**config.mk**
```make
export PLATFORM = sky130hd
export DESIGN_NAME = fifo_lane_flat
export DESIGN_NICKNAME = d
export VERILOG_FILES = /design/src/rtl/fifo_lane_if.sv /design/src/rtl/fifo_lane.sv /design/src/flat_wrapper.sv
export SDC_FILE = /design/constraint.sdc
export NUM_CORES = 1
export LEC_CHECK = 0
export ABC_AREA = 1
export BUFFER_PORTS_ARGS = -buffer_cell sky130_fd_sc_hd__clkbuf_2
export CORE_AREA = 2 2 80 82
export DETAILED_ROUTE_END_ITERATION = 8
export DIE_AREA = 0 0 82 84
export GPL_TIMING_DRIVEN = 1
export PLACE_DENSITY_LB_ADDON = 0.2
export SLEW_MARGIN = 20
export SYNTH_ARGS = -nofsm -noshare
export SYNTH_HDL_FRONTEND = slang
export SYNTH_SLANG_ARGS = --single-unit
```
**constraint.sdc**
```tcl
create_clock -name clk -period 4.3 [get_ports clk]
set_input_delay 0.215 -clock clk [delete_from_list [all_inputs] [get_ports clk]]
set_output_delay 0.215 -clock clk [all_outputs]
set_load 0.005 [all_outputs]
```
**src/rtl/fifo_lane_if.sv**
```systemverilog
// Lane bus between the byte source/mux stage and one fifo_lane instance.
// The err field exists only when FIFO_ERR_EN is defined.
interface fifo_lane_if #(
  parameter int WIDTH = 8,
  parameter int DEPTH = 8
) ();
  logic [WIDTH-1:0]         dataIn;
  logic                     validIn;
  logic                     pop;
  logic [WIDTH-1:0]         dataOut;
  logic                     validOut;
  logic                     full;
  logic                     empty;
  logic                     almost_full;
  logic                     almost_empty;
  logic [$clog2(DEPTH):0]   count;
`ifdef FIFO_ERR_EN
  logic [1:0]               err;
`endif

  modport master (
    output dataIn, validIn, pop,
    input  dataOut, validOut, full, empty, almost_full, almost_empty, count
`ifdef FIFO_ERR_EN
    , input err
`endif
  );

  modport slave (
    input  dataIn, validIn, pop,
    output dataOut, validOut, full, empty, almost_full, almost_empty, count
`ifdef FIFO_ERR_EN
    , output err
`endif
  );
endinterface

```
**src/rtl/fifo_lane.sv**
```systemverilog
// Single-clock per-lane input FIFO feeding one input of the L1 4:1 byte mux.
// Define FIFO_ERR_EN to add sticky overflow/underflow bits on bus.err.
module fifo_lane #(
  parameter int WIDTH     = 8,
  parameter int DEPTH     = 8,
  parameter int AF_THRESH = 6,
  parameter int AE_THRESH = 2
) (
  input logic        clk,
  input logic        reset,
  fifo_lane_if.slave bus
);
  localparam int AW = $clog2(DEPTH);
  localparam int CW = AW + 1;

  logic [WIDTH-1:0] mem_q [DEPTH];
  logic [AW-1:0]    wr_ptr_q, wr_ptr_d;
  logic [AW-1:0]    rd_ptr_q, rd_ptr_d;
  logic [CW-1:0]    count_q, count_d;
  logic [WIDTH-1:0] data_out_q, data_out_d;
  logic             valid_out_q, valid_out_d;
  logic             full, empty, pop_ok, push_ok;
`ifdef FIFO_ERR_EN
  logic [1:0]       err_q, err_d;
`endif

  // A pop on a full FIFO frees the slot the concurrent push needs.
  always_comb begin
    full    = (count_q == CW'(DEPTH));
    empty   = (count_q == '0);
    pop_ok  = bus.pop && !empty;
    push_ok = bus.validIn && (!full || pop_ok);

    wr_ptr_d = wr_ptr_q;
    if (push_ok) begin
      wr_ptr_d = wr_ptr_q + AW'(1);
    end

    rd_ptr_d    = rd_ptr_q;
    data_out_d  = data_out_q;
    valid_out_d = 1'b0;
    if (pop_ok) begin
      rd_ptr_d    = rd_ptr_q + AW'(1);
      data_out_d  = mem_q[rd_ptr_q];
      valid_out_d = 1'b1;
    end

    case ({push_ok, pop_ok})
      2'b10:   count_d = count_q + CW'(1);
      2'b01:   count_d = count_q - CW'(1);
      default: count_d = count_q;
    endcase

`ifdef FIFO_ERR_EN
    err_d = err_q | {bus.validIn && full && !bus.pop, bus.pop && empty};
`endif
  end

  // Storage has no reset so it can map onto RAM; reset only rewinds pointers.
  always_ff @(posedge clk) begin
    if (push_ok && !reset) begin
      mem_q[wr_ptr_q] <= bus.dataIn;
    end
  end

  always_ff @(posedge clk) begin
    if (reset) begin
      wr_ptr_q    <= '0;
      rd_ptr_q    <= '0;
      count_q     <= '0;
      data_out_q  <= '0;
      valid_out_q <= 1'b0;
`ifdef FIFO_ERR_EN
      err_q       <= '0;
`endif
    end else begin
      wr_ptr_q    <= wr_ptr_d;
      rd_ptr_q    <= rd_ptr_d;
      count_q     <= count_d;
      data_out_q  <= data_out_d;
      valid_out_q <= valid_out_d;
`ifdef FIFO_ERR_EN
      err_q       <= err_d;
`endif
    end
  end

  assign bus.dataOut      = data_out_q;
  assign bus.validOut     = valid_out_q;
  assign bus.count        = count_q;
  assign bus.full         = full;
  assign bus.empty        = empty;
  assign bus.almost_full  = (count_q >= CW'(AF_THRESH));
  assign bus.almost_empty = (count_q <= CW'(AE_THRESH));
`ifdef FIFO_ERR_EN
  assign bus.err          = err_q;
`endif
endmodule
```
**src/flat_wrapper.sv**
```systemverilog
// flat-port wrapper written by rule: the top's interface ports become plain ports
module fifo_lane_flat 
#(
  parameter int WIDTH     = 8,
  parameter int DEPTH     = 8,
  parameter int AF_THRESH = 6,
  parameter int AE_THRESH = 2
)
  (clk, reset, bus_dataIn, bus_validIn, bus_pop, bus_dataOut, bus_validOut, bus_full, bus_empty, bus_almost_full, bus_almost_empty, bus_count);
  fifo_lane_if #(.WIDTH(WIDTH), .DEPTH(DEPTH)) bus_i ();
  input logic clk;
  input logic reset;
  input wire logic [$bits(bus_i.dataIn)-1:0] bus_dataIn;
  input wire logic [$bits(bus_i.validIn)-1:0] bus_validIn;
  input wire logic [$bits(bus_i.pop)-1:0] bus_pop;
  output wire logic [$bits(bus_i.dataOut)-1:0] bus_dataOut;
  output wire logic [$bits(bus_i.validOut)-1:0] bus_validOut;
  output wire logic [$bits(bus_i.full)-1:0] bus_full;
  output wire logic [$bits(bus_i.empty)-1:0] bus_empty;
  output wire logic [$bits(bus_i.almost_full)-1:0] bus_almost_full;
  output wire logic [$bits(bus_i.almost_empty)-1:0] bus_almost_empty;
  output wire logic [$bits(bus_i.count)-1:0] bus_count;
  assign bus_i.dataIn = bus_dataIn;
  assign bus_i.validIn = bus_validIn;
  assign bus_i.pop = bus_pop;
  assign bus_dataOut = bus_i.dataOut;
  assign bus_validOut = bus_i.validOut;
  assign bus_full = bus_i.full;
  assign bus_empty = bus_i.empty;
  assign bus_almost_full = bus_i.almost_full;
  assign bus_almost_empty = bus_i.almost_empty;
  assign bus_count = bus_i.count;
  fifo_lane #(.WIDTH(WIDTH), .DEPTH(DEPTH), .AF_THRESH(AF_THRESH), .AE_THRESH(AE_THRESH)) u_core (.clk(clk), .reset(reset), .bus(bus_i));
endmodule
```
After elaboration in Yosys (flattened, before gate mapping) --
Memories as Yosys holds them, arrays and structs flattened. A register that Yosys moved wholly into a read port is not among the register bits. Cells that the tools add are included.
Word-level totals: bits in registers 11, memory bits (writable) 64, input port bits 12, memories 1
Memory list:
- u_core.mem_q | depth 8, width 8, rd ports 1, clocked after Yosys merged registers in 1, write ports 1, line fifo_lane.sv:16 | logic [WIDTH-1:0] mem_q [DEPTH];
Operators by class: add/sub/neg operators 4, magnitude comparators 2, equal/unequal tests 3, mux-type cells 4, reduce and logical (&&, ||, !) cells 9
Operator list (count):
- 4-bit case mux with 2 select lines | 1
- 3-bit by 1-bit adder with 3-bit output, second input constant | 2
- 4-bit by 1-bit adder with 4-bit output, second input constant | 1
- 4-bit == test, second input constant | 1
- 4-bit by 3-bit >= comparator with 1-bit output, second input constant | 1
- 4-bit by 2-bit <= comparator with 1-bit output, second input constant | 1
- 4-bit zero test | 1
- 4-bit by 1-bit subtractor with 4-bit output, second input constant | 1
- 1-bit logical AND | 3
- 1-bit zero test | 3
- 1-bit two-way mux | 3
- 2-bit by 1-bit == test with 1-bit output, second input constant | 1
- 2-bit == test, second input constant | 1
- 2-bit nonzero test | 1
- 1-bit logical OR | 1

Logic depth before layout (Yosys ltp) --
word-level depth 8, mapped depth 14, mapped depth without buffers 13

Least setup slack after synthesis --
OpenSTA, ideal clock, no wires.
path kind flip-flop to flip-flop, start register u_core.count_q[3], in the netlist u_core.bus.count[3], end register u_core.count_q[3], in the netlist u_core.bus.count[3], library setup time 0.074 ns, data arrival time 1.886 ns, data required time 4.226 ns, path slack 2.341 ns, stages on the path, launching flop included 14, period minus slack after synthesis 1.959 ns, cells stage by stage dfxtp_1 > nor2_2 > nand2_2 > inv_4 > nor2_8 > buf_8 > ha_1 > ha_1 > or2_2 > nand2_1 > nand3_1 > nand2_1 > nand2_1 > a21oi_1
On the way: cells in the longest elaborated chain, start to end 7
RTL lines:
- from (decl) | line fifo_lane.sv:19 | logic [CW-1:0] count_q, count_d;
- from (signal assigned) | line fifo_lane.sv:79 | count_q <= count_d;
- 4-bit zero test * | line fifo_lane.sv:30 | empty = (count_q == '0);
- via bus_empty | line flat_wrapper.sv:19 | output wire logic [$bits(bus_i.empty)-1:0] bus_empty;
- 1-bit zero test * | line fifo_lane.sv:31 | pop_ok = bus.pop && !empty;
- 1-bit logical AND * | line fifo_lane.sv:31
- via u_core.pop_ok | line fifo_lane.sv:22 | logic full, empty, pop_ok, push_ok;
- 1-bit logical OR | line fifo_lane.sv:32 | push_ok = bus.validIn && (!full || pop_ok);
- 1-bit logical AND | line fifo_lane.sv:32
- 2-bit by 1-bit == test with 1-bit output / 2-bit == test (equally long branches) | line fifo_lane.sv:48 | case ({push_ok, pop_ok})
- 4-bit case mux with 2 select lines / 2-bit nonzero test (equally long branches)
Mark *: on every way through the listed nets, which the timed path passes. The rest lies on a longest branch. A chain may end at the register's enable or synchronous reset.

Final worst setup path --
start register u_core.count_q[2], in the netlist u_core.bus.count[2], end memory u_core.mem_q[0][7], enable pin
On the way: cells in the longest elaborated chain, start to end 8
RTL lines:
- 4-bit zero test | line fifo_lane.sv:30
- 1-bit zero test | line fifo_lane.sv:31
- 1-bit logical AND | line fifo_lane.sv:31
- 1-bit logical OR * | line fifo_lane.sv:32
- 1-bit logical AND * | line fifo_lane.sv:32
- 1-bit logical AND * | line fifo_lane.sv:61 | if (push_ok && !reset) begin
- 1-bit two-way mux * | line fifo_lane.sv:61
- 1-bit two-way mux (not written as such) * | line fifo_lane.sv:62 | mem_q[wr_ptr_q] <= bus.dataIn;
- to (decl) | line fifo_lane.sv:16
Mark *: on every way between the ends. The rest lies on a longest branch, timed or not.

==> summary.txt <==
Yosys
  – Post-Synthesis Cells: approximately 380
  – Seq cells post-synth: 83
  – Post-Syn Area: 3740 um2
  – Avg Cell Area, Syn: 9.94 um2
  – Yosys warns: 0
  – Seq/Total Area, Yosys: 61.6%
  – Unique masters post-synth: 32
  – Syn_nets: 394

CTS
  – Clock transition at path regs: 80 ps
  – H-tree depth: 3
  – Worst-Skew Late Latency: 350 ps
  – CTS root buffer: clkbuf_8
  – Post-CTS Hold Buffers: 0
  – CTS Buf Count: 9
  – Clock Path Buffers: 2
  – Setup Buffers After CTS: 0
  – Post-cts sizing count: 0
  – CTS tree: yes
  – Sink Count: 83

Final layout
  – Syn-to-layout area delta: 9.28%
  – Post-layout net count: between 400 and 500
  – Ant diodes: 0
  – Share of cells above drive strength 1: between 15 and 20%
  – Non-Filler Instances: 484

Placed design
  – Port bufs: 28
  – Placed cell count: between 400 and 500
  – RD Place Congestion: 0.803
  – Post-DP HPWL: 5.04 mm

Min path
  – Worst Hold End: u_core.mem_q[0][2]$_DFFE_PP_
  – Worst min path class: in2reg
  – Hold path depth: 1
  – Beginning of the worst hold path: bus_dataIn[2]

Flow run
  – Maxcap violations: 0

Pwr
  – Worst IR Drop VDD: 299 uV
  – Static Leakage: about 1.8 nW
  – Power Total: 0.00221 W
  – Power per cell area: 541 nW/um2

Setup path
  – CP Max Fanout: 8
  – Worst EP arrival: around 2100 ps
  – Worst setup path class: reg2reg
  – Nature of the critical path endpoint: flip-flop
  – Worst R2R Path Depth: 6
  – Setup crit start kind: flip-flop
  – Worst EP required: 4270 ps
  – Reg2reg start: u_core.bus.count[2]$_SDFFE_PP0P_
  – RR Endpoint: u_core.mem_q[0][7]$_DFFE_PP_
  – R2r setup slk: 2130 ps

STA
  – F_max: 461 MHz
  – Fin Clk Skew: 8.12 ps
  – WHS: 189 ps
  – RSZ-0062 raised after global routing: no
  – Final setup violation count: 0
  – Fin. max-slew vios: 0
  – Relative slew slack: 31.0%
  – Final Hold Vio Count: 0
  – Min cycle time layout: approximately 2200 ps
  – Slew @ Worst Pin: roughly 1000 ps
  – Final TNS setup: 0 ps
  – Crit share post-route: 50.5%

Drt
  – Residual DRC: 0
  – Final ANT Viol Nets: 0
  – Vias: 2,595
  – Drt initial violations: 220
  – First-pass DRT Iterations: 4
  – Final wirelength: 7.57 mm
  – Routed len/inst: 15.6 um
  – Vias/cell: 5.36

Die
  – Full die area: 6890 um2
  – Core ar.: 6100 um2
  – Row count: 29
  – Die Height: roughly 84 um
  – Initial Util: 61.3%
  – I/O Pins: 29
  – Chip width: 82 um

Run status
  – Status: complete, no violations

Global route
  – Overall Global Routing Usage: 24.0%
  – Largest net degree at the start of global routing: 37
  – GRT overflow: 0
  – Initial antenna violation count: 0
  – First-pass GRT wire length: 11.8 mm
  – Vias in the first global route: 2,438
sequential cells by signal, summed over array words and instances (netlist names):
name / cells
u_core.bus.count: 4
u_core.bus.validOut: 1
u_core.mem_q: 64
u_core.rd_ptr_q: 3
u_core.bus.dataOut: 8
u_core.wr_ptr_q: 3
per-layer routing:
layer	GRT usage (%)	wire [um]	share of wire [%]
met1	32.0	3220	42
met2	36.9	3590	47
met3	7.90	628	8.3
met4	8.03	133	1.8
met5	0	0	0
critical path, cell delays in order (launching register included):
cell	delay (ps)
dfxtp_1	420
inv_1	90
nand4_1	120
nand2_2	110
inv_1	110
nand2_1	130
nor3_1	820
final cells by class:
cell class / count / area (um2)
sequential: 83 / 2300
fill: 467 / 2010
multi-input combinational: 211 / 1060
inverter: 68 / 263
timing repair buffer: 29 / 148
clock buffer: 9 / 124
tap: 77 / 96.3
clock inverter: 7 / 91.3
worst max path at each step:
stage,startpoint,endpoint,slack [ps]
after floorplan,u_core.bus.count[3]$_SDFFE_PP0P_,u_core.bus.count[3]$_SDFFE_PP0P_,2340
after global placement,u_core.bus.count[2]$_SDFFE_PP0P_,u_core.mem_q[6][7]$_DFFE_PP_,2210
after detailed placement,u_core.bus.count[2]$_SDFFE_PP0P_,u_core.mem_q[2][6]$_DFFE_PP_,2140
after CTS,u_core.bus.count[2]$_SDFFE_PP0P_,u_core.mem_q[2][2]$_DFFE_PP_,2110
after global routing,u_core.bus.count[2]$_SDFFE_PP0P_,u_core.mem_q[4][5]$_DFFE_PP_,1960
final,u_core.bus.count[2]$_SDFFE_PP0P_,u_core.mem_q[0][7]$_DFFE_PP_,2130
kinds of logic (layout without fill, tap and decap cells):
group	after synthesis	in the layout	synth area share (%)
buffers and inverters	82	113	10.2
AO/OA/AOI/OAI	27	27	4.32
flip-flops	83	83	61.6
XOR/XNOR	2	2	0.469
adder cells (fa/ha/maj)	6	6	2.21
AND/OR/NAND/NOR	176	176	21.2
synthesized netlist by cell type:
library cell | number | area share [%]
clkbuf_2 | 1 | 0.13
buf_6 | 3 | 0.90
nor2_1 | 7 | 0.70
nand2_1 | 98 | 9.8
a21oi_2 | 7 | 1.6
nor4_1 | 1 | 0.17
fa_1 | 1 | 0.54
xnor2_1 | 1 | 0.23
inv_4 | 3 | 0.50
inv_2 | 1 | 0.10
edfxtp_1 | 64 | 51
or2_2 | 1 | 0.17
o21ai_1 | 1 | 0.13
a21oi_1 | 10 | 1.3
nor3_2 | 1 | 0.27
inv_1 | 63 | 6.3
buf_4 | 4 | 0.80
nor2_8 | 1 | 0.54
nand2_2 | 9 | 1.5
buf_8 | 2 | 0.80
nand4_1 | 1 | 0.17
nor2_4 | 1 | 0.30
o21ai_0 | 9 | 1.2
buf_2 | 3 | 0.40
nand3_1 | 51 | 6.8
nor3_1 | 4 | 0.54
xor2_1 | 1 | 0.23
nor2_2 | 1 | 0.17
dfxtp_1 | 19 | 10
ha_1 | 5 | 1.7
clkinv_1 | 1 | 0.10
buf_1 | 1 | 0.10
where the power goes:
group,switching [W],internal [W],leakage [nW]
logic,0.000396,0.000215,0.918
clock network,0.000278,0.000325,0.101
registers,0.0000693,0.000925,0.734
stage by stage:
step | instance area, um2 | setup WS (ps) | util (%)
global route | 4080 | 1960 | 67.0
detailed placement | 3860 | 2140 | 63.4
finish | 4080 | 2130 | 67.0
CTS | 4080 | 2110 | 66.9
global placement | 3860 | 2210 | 63.4
floorplan | 3740 | 2340 | -
layout by cell type (no fill, tap or decap), types with 2 or more instances in the layout:
cell type | netlist | final
a21oi_1 | 10 | 10
edfxtp_1 | 64 | 64
nor3_1 | 4 | 3
clkinvlp_4 | 0 | 2
dfxtp_1 | 19 | 19
a21oi_2 | 7 | 7
ha_1 | 5 | 5
inv_1 | 63 | 63
clkbuf_8 | 0 | 9
nor2_1 | 7 | 7
nand3_1 | 51 | 51
nand2_2 | 9 | 9
inv_4 | 3 | 3
nand2_1 | 98 | 98
clkbuf_2 | 1 | 28
o21ai_0 | 9 | 9
bufinv_16 | 0 | 2
nor3_2 | 1 | 2
clkinv_1 | 1 | 3
(Power assumes the default switching activity.)
